**config.mk**
```make
export PLATFORM = sky130hd
export DESIGN_NAME = eth_rx_frame_parser
export DESIGN_NICKNAME = d
export VERILOG_FILES = /design/src/rtl/eth_rx_frame_parser.sv
export SDC_FILE = /design/constraint.sdc
export NUM_CORES = 1
export LEC_CHECK = 0
export ABC_CLOCK_PERIOD_IN_PS = 3000
export BUFFER_PORTS_ARGS = -buffer_cell sky130_fd_sc_hd__buf_2
export CORE_ASPECT_RATIO = 1.4
export CORE_MARGIN = 2
export CORE_UTILIZATION = 29
export CTS_CLUSTER_SIZE = 16
export DETAILED_ROUTE_END_ITERATION = 10
export PLACE_DENSITY = 0.58
export SLEW_MARGIN = 20
export SYNTH_ARGS = -nofsm -noshare
export SYNTH_HDL_FRONTEND = slang
export SYNTH_SLANG_ARGS = --single-unit
```
**constraint.sdc**
```tcl
create_clock -name clk_i -period 3 [get_ports clk_i]
set_clock_uncertainty 0.15 [all_clocks]
set_input_delay 0.45 -clock clk_i [delete_from_list [all_inputs] [get_ports clk_i]]
set_output_delay 0.45 -clock clk_i [all_outputs]
set_load 0.05 [all_outputs]
```
**src/rtl/eth_rx_frame_parser.sv**
```systemverilog
//-----------------------------------------------------------------------------
// eth_rx_frame_parser
//
// Receive-side Ethernet framer. Consumes the byte stream delivered by the
// RGMII/GMII capture stage, strips preamble and SFD, runs the CRC-32 over
// the frame and hides the trailing FCS behind a 5-byte delay line. Bytes
// from destination MAC to the last payload byte go out on a non-stallable
// valid/last/error stream. Per-outcome saturating frame counters are kept.
//
// Ports:
//   clk_i              byte-domain RX clock
//   reset_n_i          asynchronous active-low reset
//   rx_en_i            byte strobe; every other input is sampled only when 1
//   rxd_i[7:0]         received byte
//   rx_dv_i            data valid
//   rx_er_i            receive error
//   m_data_o[7:0]      output byte
//   m_valid_o          one-cycle pulse per output byte (no backpressure)
//   m_last_o           final byte of the frame, qualified by m_valid_o
//   m_error_o          frame is bad, meaningful only with m_last_o
//   frames_ok_o        good frames (saturating)
//   frames_crc_err_o   frames with FCS mismatch (saturating)
//   frames_bad_o       runt / oversize / rx_er / aborted frames (saturating)
//-----------------------------------------------------------------------------
module eth_rx_frame_parser #(
    parameter int unsigned max_frame_p = 1518,
    parameter int unsigned min_frame_p = 64,
    parameter int unsigned cnt_width_p = 16
) (
    input  logic                   clk_i,
    input  logic                   reset_n_i,
    input  logic                   rx_en_i,
    input  logic [7:0]             rxd_i,
    input  logic                   rx_dv_i,
    input  logic                   rx_er_i,
    output logic [7:0]             m_data_o,
    output logic                   m_valid_o,
    output logic                   m_last_o,
    output logic                   m_error_o,
    output logic [cnt_width_p-1:0] frames_ok_o,
    output logic [cnt_width_p-1:0] frames_crc_err_o,
    output logic [cnt_width_p-1:0] frames_bad_o
);

    // Byte counter only has to reach max_frame_p: the oversize check stops
    // it there.
    localparam int unsigned len_width_lp = $clog2(max_frame_p + 1);
    localparam int          dly_depth_lp = 5;

    localparam logic [len_width_lp-1:0] max_len_lp = len_width_lp'(max_frame_p);
    localparam logic [len_width_lp-1:0] min_len_lp = len_width_lp'(min_frame_p);
    localparam logic [len_width_lp-1:0] dly_len_lp = len_width_lp'(dly_depth_lp);

    localparam logic [31:0] crc_poly_lp    = 32'hEDB88320;
    localparam logic [31:0] crc_init_lp    = 32'hFFFFFFFF;
    // Register value left after running a frame plus its own (inverted,
    // LSB-first) FCS through the reflected CRC without final inversion.
    localparam logic [31:0] crc_residue_lp = 32'hDEBB20E3;

    localparam logic [7:0] preamble_byte_lp = 8'h55;
    localparam logic [7:0] sfd_byte_lp      = 8'hD5;

    typedef enum logic [1:0] {
        ST_IDLE,
        ST_PREAMBLE,
        ST_DATA,
        ST_DROP
    } state_e;

    state_e                  state_q, state_d;
    logic [31:0]             crc_q, crc_d;
    logic [len_width_lp-1:0] len_q, len_d;
    logic                    err_q, err_d;

    logic [7:0]              dly_q [dly_depth_lp];
    logic                    dly_shift;

    logic [7:0]              m_data_q, m_data_d;
    logic                    m_valid_q, m_valid_d;
    logic                    m_last_q, m_last_d;
    logic                    m_error_q, m_error_d;

    logic [cnt_width_p-1:0]  ok_q, ok_d;
    logic [cnt_width_p-1:0]  crc_err_q, crc_err_d;
    logic [cnt_width_p-1:0]  bad_q, bad_d;

    logic                    runt;
    logic                    crc_match;
    logic                    frame_good;

    // One byte of the reflected CRC-32, LSB of the data byte first.
    function automatic logic [31:0] crc_byte(input logic [31:0] crc,
                                             input logic [7:0]  data);
        logic [31:0] c;
        c = crc;
        for (int i = 0; i < 8; i++) begin
            if (c[0] ^ data[i]) begin
                c = (c >> 1) ^ crc_poly_lp;
            end else begin
                c = c >> 1;
            end
        end
        return c;
    endfunction

    function automatic logic [cnt_width_p-1:0] sat_inc(input logic [cnt_width_p-1:0] v);
        return (&v) ? v : v + cnt_width_p'(1);
    endfunction

    assign runt       = (len_q < min_len_lp);
    assign crc_match  = (crc_q == crc_residue_lp);
    assign frame_good = crc_match && !runt && !err_q;

    //-------------------------------------------------------------------------
    // Next-state and output logic
    //-------------------------------------------------------------------------
    always_comb begin
        // NOTE: every signal gets a default before any branch so no path
        // leaves one unassigned, which would otherwise infer a latch.
        state_d   = state_q;
        crc_d     = crc_q;
        len_d     = len_q;
        err_d     = err_q;
        dly_shift = 1'b0;
        m_data_d  = m_data_q;
        m_valid_d = 1'b0;   // valid/last/error are single-cycle pulses
        m_last_d  = 1'b0;
        m_error_d = 1'b0;
        ok_d      = ok_q;
        crc_err_d = crc_err_q;
        bad_d     = bad_q;

        if (rx_en_i) begin
            case (state_q)
                ST_IDLE: begin
                    if (rx_dv_i) begin
                        if (rxd_i == preamble_byte_lp) begin
                            state_d = ST_PREAMBLE;
                        end else begin
                            state_d = ST_DROP;
                            bad_d   = sat_inc(bad_q);
                        end
                    end
                end

                ST_PREAMBLE: begin
                    if (!rx_dv_i) begin
                        // Carrier lost during preamble: not counted.
                        state_d = ST_IDLE;
                    end else if (rx_er_i ||
                                 ((rxd_i != preamble_byte_lp) && (rxd_i != sfd_byte_lp))) begin
                        state_d = ST_DROP;
                        bad_d   = sat_inc(bad_q);
                    end else if (rxd_i == sfd_byte_lp) begin
                        state_d = ST_DATA;
                        crc_d   = crc_init_lp;
                        len_d   = '0;
                        err_d   = 1'b0;
                    end
                end

                ST_DATA: begin
                    if (rx_dv_i) begin
                        if (len_q == max_len_lp) begin
                            // Frame too long: close it out with the oldest
                            // held byte and discard the rest of it.
                            m_data_d  = dly_q[dly_depth_lp-1];
                            m_valid_d = 1'b1;
                            m_last_d  = 1'b1;
                            m_error_d = 1'b1;
                            bad_d     = sat_inc(bad_q);
                            state_d   = ST_DROP;
                        end else begin
                            crc_d     = crc_byte(crc_q, rxd_i);
                            len_d     = len_q + len_width_lp'(1);
                            dly_shift = 1'b1;
                            if (rx_er_i) begin
                                err_d = 1'b1;
                            end
                            // Line already full: the byte falling out is
                            // payload, never FCS, because four newer bytes
                            // stay behind it.
                            if (len_q >= dly_len_lp) begin
                                m_data_d  = dly_q[dly_depth_lp-1];
                                m_valid_d = 1'b1;
                            end
                        end
                    end else begin
                        state_d = ST_IDLE;
                        // The four youngest bytes are the FCS; the oldest
                        // entry is the final payload byte.
                        if (len_q >= dly_len_lp) begin
                            m_data_d  = dly_q[dly_depth_lp-1];
                            m_valid_d = 1'b1;
                            m_last_d  = 1'b1;
                            m_error_d = !frame_good;
                        end
                        if (err_q || runt) begin
                            bad_d = sat_inc(bad_q);
                        end else if (!crc_match) begin
                            crc_err_d = sat_inc(crc_err_q);
                        end else begin
                            ok_d = sat_inc(ok_q);
                        end
                    end
                end

                ST_DROP: begin
                    if (!rx_dv_i) begin
                        state_d = ST_IDLE;
                    end
                end

                default: begin
                    state_d = ST_IDLE;
                end
            endcase
        end
    end

    //-------------------------------------------------------------------------
    // State and output registers
    //-------------------------------------------------------------------------
    // NOTE: sequential state uses non-blocking assignments so every register
    // samples the pre-edge values, independent of statement order.
    always_ff @(posedge clk_i or negedge reset_n_i) begin
        if (!reset_n_i) begin
            state_q   <= ST_IDLE;
            crc_q     <= crc_init_lp;
            len_q     <= '0;
            err_q     <= 1'b0;
            m_data_q  <= '0;
            m_valid_q <= 1'b0;
            m_last_q  <= 1'b0;
            m_error_q <= 1'b0;
            ok_q      <= '0;
            crc_err_q <= '0;
            bad_q     <= '0;
        end else begin
            state_q   <= state_d;
            crc_q     <= crc_d;
            len_q     <= len_d;
            err_q     <= err_d;
            m_data_q  <= m_data_d;
            m_valid_q <= m_valid_d;
            m_last_q  <= m_last_d;
            m_error_q <= m_error_d;
            ok_q      <= ok_d;
            crc_err_q <= crc_err_d;
            bad_q     <= bad_d;
        end
    end

    // NOTE: the delay line is pure data storage; its fill level is tracked
    // by len_q, so the array needs no reset and an empty line after reset
    // is guaranteed by len_q = 0.
    always_ff @(posedge clk_i) begin
        if (dly_shift) begin
            dly_q[0] <= rxd_i;
            for (int i = 1; i < dly_depth_lp; i++) begin
                dly_q[i] <= dly_q[i-1];
            end
        end
    end

    assign m_data_o         = m_data_q;
    assign m_valid_o        = m_valid_q;
    assign m_last_o         = m_last_q;
    assign m_error_o        = m_error_q;
    assign frames_ok_o      = ok_q;
    assign frames_crc_err_o = crc_err_q;
    assign frames_bad_o     = bad_q;

endmodule

```
==> results.json, run 1 <==
{
  "reg2reg_depth": 5,
  "grt-ovfl-total": 0,
  "power_mw": 7.91,
  "numCtsBuffers": 17,
  "combPwrFrac_pct": 38.2,
  "max_slew.worst_pin.slew_ps": 738,
  "crit_type": "reg2reg",
  "gp_congestion": 0.803,
  "antenna_cells": 0,
  "setup_viol": 0,
  "slew_violations": 0,
  "clk_pin_slew_ps": 60,
  "pin_count": 72,
  "ctsResizeCount": 0,
  "cts_max_path_buffers": 2,
  "drive_gt1_share_pct": 26.8,
  "fin_crit_ps": 2760,
  "io_buffers": 71,
  "p_per_area_nw_per_um2": 974,
  "synth_edf_count": 40,
  "die_width_um": 133,
  "p_clk_share_pct": 25.3,
  "maxSlewHeadroom_pct": 50.4,
  "crit_arrival_ps": 2920,
  "synth_nets": 587,
  "synthArstFlopShare_pct": 72.4,
  "setup_ws_ps": 236,
  "p_sw_mw": 3.01,
  "place_inst": 945,
  "drtAntennaViolNets": 0,
  "synth_ff_type": "dfrtp_1",
  "drt-pass1-iter-count": 4,
  "cts.htree.levels": 4,
  "grt_usage_pct": 12.8,
  "synth-seq-area-share_pct": 57.4,
  "start_util_pct": 29.3,
  "holdPathStages": 1,
  "critPathLaunchType": "register",
  "grt_pass1_vias": 4763,
  "die_y_um": 184,
  "hold_path.class": "in2reg",
  "hold_viol": 0,
  "drc": 0,
  "via_count": 4639,
  "drtIter0Drc": 286,
  "fmax_mhz": 362,
  "p_int_mw": 4.90,
  "area_growth_pct": 20.5,
  "swShare_pct": 38.1,
  "syn-cell-area_um2": 6750,
  "yosysUniqueCellTypes": 54,
  "drv_cap": 0,
  "worst-path-max-fanout": 15,
  "antenna_found_initial": 0,
  "rows": 66,
  "dp_hpwl_mm": 10.2,
  "die-area_um2": 24500,
  "grt_start_max_net_pins": 73,
  "cts_root_buffer": "clkbuf_16",
  "fin_cells": 978,
  "nNetsFinal": 678,
  "netlist_instances": 568,
  "power_frac_seq_pct": 36.5,
  "syn_area_per_cell_um2": 11.9,
  "end_kind": "register",
  "grt_pass1_wl_mm": 24.6,
  "fin_tns_setup_ps": 0,
  "status": "complete, no violations",
  "via_per_inst": 4.74,
  "post_drt_wl_per_cell_um": 15.1,
  "dp_slack_ps": 185,
  "power_leakage_nw": 3.41,
  "ir_drop_uv": 456,
  "worstSkewPairLatency_ps": 430,
  "period_share_pct": 92.1,
  "ys_ff_latch": 145,
  "wl_mm": 14.7,
  "cts_tree": "built",
  "core_area_um2": 23000,
  "cts_sinks": 145,
  "worstPathRequired_ps": 3160,
  "yosysWarningCount": 0,
  "rsz0062_at_grt": "false"
}
[cells by family after synthesis]
group,synth area share [%]
multiplexers,1.84
flip-flops,57.4
AND/OR/NAND/NOR,16.8
buffers and inverters,1.63
adder cells (fa/ha/maj),1.11
AO/OA/AOI/OAI,6.20
XOR/XNOR,15.1
[stage by stage]
| step | hold slack, ps | cell area, µm² | util [%] |
|---|---|---|---|
| global route | 91.5 | 8130 | 35.3 |
| CTS | 90.2 | 8130 | 35.3 |
| detailed placement | 255 | 7560 | 32.8 |
| floorplan | 4.41 | 6750 | - |
| finish | 105 | 8130 | 35.3 |
| global placement | 251 | 7560 | 32.8 |
[flip-flops by register name, indices dropped and copies added, names as in the netlist]
register,flops
frames_ok_o,16
frames_bad_o,16
dly_q,40
m_valid_o,1
state_q,2
frames_crc_err_o,16
m_last_o,1
m_data_o,8
err_q,1
crc_q,32
m_error_o,1
len_q,11
[cells in the mapped netlist (2+ instances only)]
library cell / n / area [µm²]
nor4_1: 8 / 50.1
nand4_1: 15 / 93.8
and4b_1: 4 / 40.0
nand2_1: 25 / 93.8
inv_1: 8 / 30.0
or3_1: 7 / 43.8
o21ai_1: 2 / 10.0
nand3_1: 27 / 135
edfxtp_1: 40 / 1200
nand4b_1: 2 / 17.5
a31oi_1: 2 / 12.5
mux2_2: 11 / 124
xor2_1: 53 / 464
o2111ai_1: 2 / 17.5
nor2b_1: 2 / 12.5
a21boi_0: 2 / 15.0
buf_2: 4 / 20.0
or2_2: 2 / 12.5
xnor2_2: 4 / 65.1
ha_1: 6 / 75.1
and3_1: 11 / 68.8
o21a_1: 2 / 15.0
o31ai_1: 5 / 37.5
nor3_1: 18 / 90.1
dfrtp_1: 73 / 1830
dfstp_2: 32 / 841
nor4_2: 5 / 62.6
o21ai_0: 8 / 40.0
clkbuf_1: 10 / 37.5
and4_1: 5 / 43.8
buf_6: 2 / 22.5
or4_1: 5 / 37.5
xnor2_1: 56 / 490
nor2_1: 49 / 184
nor4b_1: 2 / 17.5
a21oi_1: 41 / 205
[worst max-delay path: stages, from the launching register on]
cell and delay (ps):
dfstp_2 560, nor4bb_1 400, nand4_1 230, or3_1 670
nor2_1 270, mux2_2 360
[power groups by stage]
stage                     Combinational [mW]  Sequential (mW)  Clock [mW]
after floorplan                         2.03             3.17           0
after global placement                  3.05             2.92           0
after detailed placement                3.05             2.93           0
after CTS                               3.07             2.90        2.06
after global routing                    3.32             2.95        2.15
final                                   3.02             2.89        2.00
[layout by cell type, fill, tap and decap left out, types with 15 or more instances in the layout]
master and n:
a21oi_1 41, buf_2 70, buf_4 15, clkbuf_16 17
dfrtp_1 73, dfstp_2 32, edfxtp_1 40, nand2_1 25
nand3_1 27, nand4_1 15, nor2_1 48, nor3_1 18
xnor2_1 56, xor2_1 53
[routing by layer]
metal | part of all wire (%) | global-route usage [%] | wire, µm
met3 | 3.5 | 2.92 | 518
met2 | 52 | 22.3 | 7660
met1 | 42 | 14.9 | 6200
met4 | 2.5 | 6.28 | 367
met5 | 0 | 0 | 0
[area by class of cell]
type                    instances  area [µm²]
clock buffers                  18         429
clock inverters                14         125
fillers                      2262       14900
inverters                       8        30.0
multi-input cells             399        2780
flip-flops and latches        145        3870
well taps                     306         383
repair buffers                 88         513
[worst paths after layout]
path	startpoint	end	slack, ps
min in group asynchronous	reset_n_i	state_q[0]$_DFFE_PN0P_	400
worst max register to register	crc_q[31]$_DFFE_PN1P_	frames_ok_o[1]$_DFFE_PN0P_	240
worst min register to register	dly_q[0][9]$_DFFE_PP_	dly_q[0][17]$_DFFE_PP_	270
max in group asynchronous	reset_n_i	crc_q[22]$_DFFE_PN1P_	1580
worst min-delay path	rxd_i[6]	dly_q[0][6]$_DFFE_PP_	100
worst max-delay path	crc_q[31]$_DFFE_PN1P_	frames_ok_o[1]$_DFFE_PN0P_	240
[repair_timing]
item	in CTS	in global routing
hold buffers	1	0
buffers inserted	0	0
endpoints found under the hold margin	26	0
Power figures use the tool's default switching activity.
==> inputs of run 2 (changes only) <==
--- a/config.mk
+++ b/config.mk
@@ -12,8 +12,9 @@
 export CORE_UTILIZATION = 29
 export CTS_CLUSTER_SIZE = 16
 export DETAILED_ROUTE_END_ITERATION = 10
-export PLACE_DENSITY = 0.58
-export SLEW_MARGIN = 20
+export PLACE_DENSITY = 0.5
+export RECOVER_POWER = 50
+export SLEW_MARGIN = 10
 export SYNTH_ARGS = -nofsm -noshare
 export SYNTH_HDL_FRONTEND = slang
 export SYNTH_SLANG_ARGS = --single-unit
==> run 2 against run 1 <==
Against the previous run: first-iteration DRC count decreased by 24%; register-to-register slack improved by 50 ps; sequential power about the same; final cell count increased by 0.10%; largest cell class unchanged; core utilization decreased by 0.15 points.
==> results.json, run 2 (synthesis results as in run 1) <==
{
  "area_growth_pct": 20.0,
  "drc": 0,
  "die_width_um": 133,
  "worst-path-max-fanout": 15,
  "cp-startpoint": "crc_q[12]$_DFFE_PN1P_",
  "cp_cell_sequence": "nor4_1 > nand4_1 > or3_1 > nor2_1 > mux2_2",
  "dp_hpwl_mm": 10.9,
  "drtIter0Drc": 217,
  "p_per_area_nw_per_um2": 983,
  "status": "complete, no violations",
  "die_y_um": 184,
  "final_cell_mix": "dfrtp_1 (73), xnor2_1 (56), xor2_1 (53), nor2_1 (48), a21oi_1 (41)",
  "fin_tns_setup_ps": 0,
  "pin_count": 72,
  "via_count": 4678,
  "maxSlewHeadroom_pct": 0.0581,
  "met2WireLength_mm": 7.88,
  "wl_met1_mm": 6.24,
  "rsz0062_at_grt": "false",
  "worstPathRequired_ps": 3150,
  "die-area_um2": 24500,
  "fin_crit_ps": 2710,
  "worstSkewPairLatency_ps": 420,
  "fmax_mhz": 369,
  "min-delay-start": "rxd_i[4]",
  "slowest_stage": "or3_1",
  "hold_viol": 0,
  "slew_violations": 0,
  "wl_met3_um": 712,
  "drive_gt1_share_pct": 21.1,
  "path_delay_family": "simple AND/OR/NAND/NOR gates",
  "io_buffers": 71,
  "clk_pin_slew_ps": 60,
  "drt-pass1-iter-count": 4,
  "reg2reg_from": "crc_q[12]$_DFFE_PN1P_",
  "period_share_pct": 90.4,
  "grt_pass1_wl_mm": 25.0,
  "place_inst": 945,
  "crit_arrival_ps": 2860,
  "max_stage_delay_ps": 710,
  "via_per_inst": 4.78,
  "cts_max_path_buffers": 2,
  "power_leakage_nw": 3.30,
  "grt_pass1_vias": 4785,
  "start_util_pct": 29.3,
  "ir_drop_uv": 411,
  "highest_layer": "met5",
  "rows": 66,
  "grt_usage_pct": 13.1,
  "fin_cells": 979,
  "hold_path.class": "in2reg",
  "largest_registers": "dly_q: 40 flops, crc_q: 32 flops",
  "setup_viol": 0,
  "cts.htree.levels": 4,
  "largest_reg_flops": 40,
  "nNetsFinal": 678,
  "fin_area_um2": 8090,
  "crit_type": "reg2reg",
  "critPathLaunchType": "register",
  "drtAntennaViolNets": 0,
  "core_area_um2": 23000,
  "cts_root_buffer": "clkbuf_16",
  "post_drt_wl_per_cell_um": 15.5,
  "end_kind": "register",
  "dpl_cell_area_um2": 7560,
  "numCtsBuffers": 17,
  "timing.critical_path.buf_inv": 0,
  "cts_sinks": 145,
  "gp_congestion": 0.811,
  "final_common_cell": "dfrtp_1",
  "largest_register": "dly_q",
  "grt_start_max_net_pins": 106,
  "cts_tree": "built",
  "max_slew.worst_pin.slew_ps": 1500,
  "power_mw": 7.95,
  "wl_mm": 15.2,
  "ctsResizeCount": 0,
  "drv_cap": 0,
  "antenna_found_initial": 3,
  "grt-ovfl-total": 0
}
==> run 2: repair_timing <==
item	CTS	global route
buffers inserted	0	0
endpoints found under the hold margin	54	0
hold buffers	1	0
==> run 2: stage by stage <==
stage	util, %	hold slack (ps)	setup WS [ps]
after global routing	35.1	139	183
after global placement	32.8	251	400
after CTS	35.4	84.1	339
final	35.1	158	287
after floorplan	-	4.41	558
after detailed placement	32.8	255	361
==> run 2: layer usage <==
metal	up-vias	global-route usage [%]
met4	4	5.89
met1	2336	14.6
li1	2222	-
met2	89	22.9
met5	-	0
met3	27	4.10
==> run 2: final timing paths <==
kind	to	slack, ps	cells past startpoint
setup / recovery	frames_ok_o[1]$_DFFE_PN0P_	290	5
hold / removal	dly_q[0][4]$_DFFE_PP_	160	1
setup reg to reg	frames_ok_o[1]$_DFFE_PN0P_	290	5
hold reg to reg	dly_q[0][29]$_DFFE_PP_	260	0
max in group asynchronous	err_q$_DFFE_PN0P_	840	3
min in group asynchronous	m_data_o[4]$_DFFE_PN0P_	900	3
==> run 2: final cells by class <==
| cell class | instances | area (µm²) |
|---|---|---|
| Inverter | 8 | 30.0 |
| Clock inverter | 9 | 80.1 |
| Antenna cell | 1 | 2.50 |
| Multi-Input combinational cell | 399 | 2770 |
| Clock buffer | 23 | 499 |
| Tap cell | 306 | 383 |
| Sequential cell | 145 | 3870 |
| Fill cell | 2301 | 14900 |
| Timing Repair Buffer | 88 | 457 |
==> run 2: worst register-to-register path, delay by kind of cell (launching register included) <==
family           cells  cell delay [ps]
muxes                1              360
DFF                  1              380
and+or+nand+nor      4             1700
==> run 2: power breakdown <==
group / internal, mW / switching, mW
Clock: 1.25 / 0.793
Sequential: 2.55 / 0.363
Combinational: 1.24 / 1.75
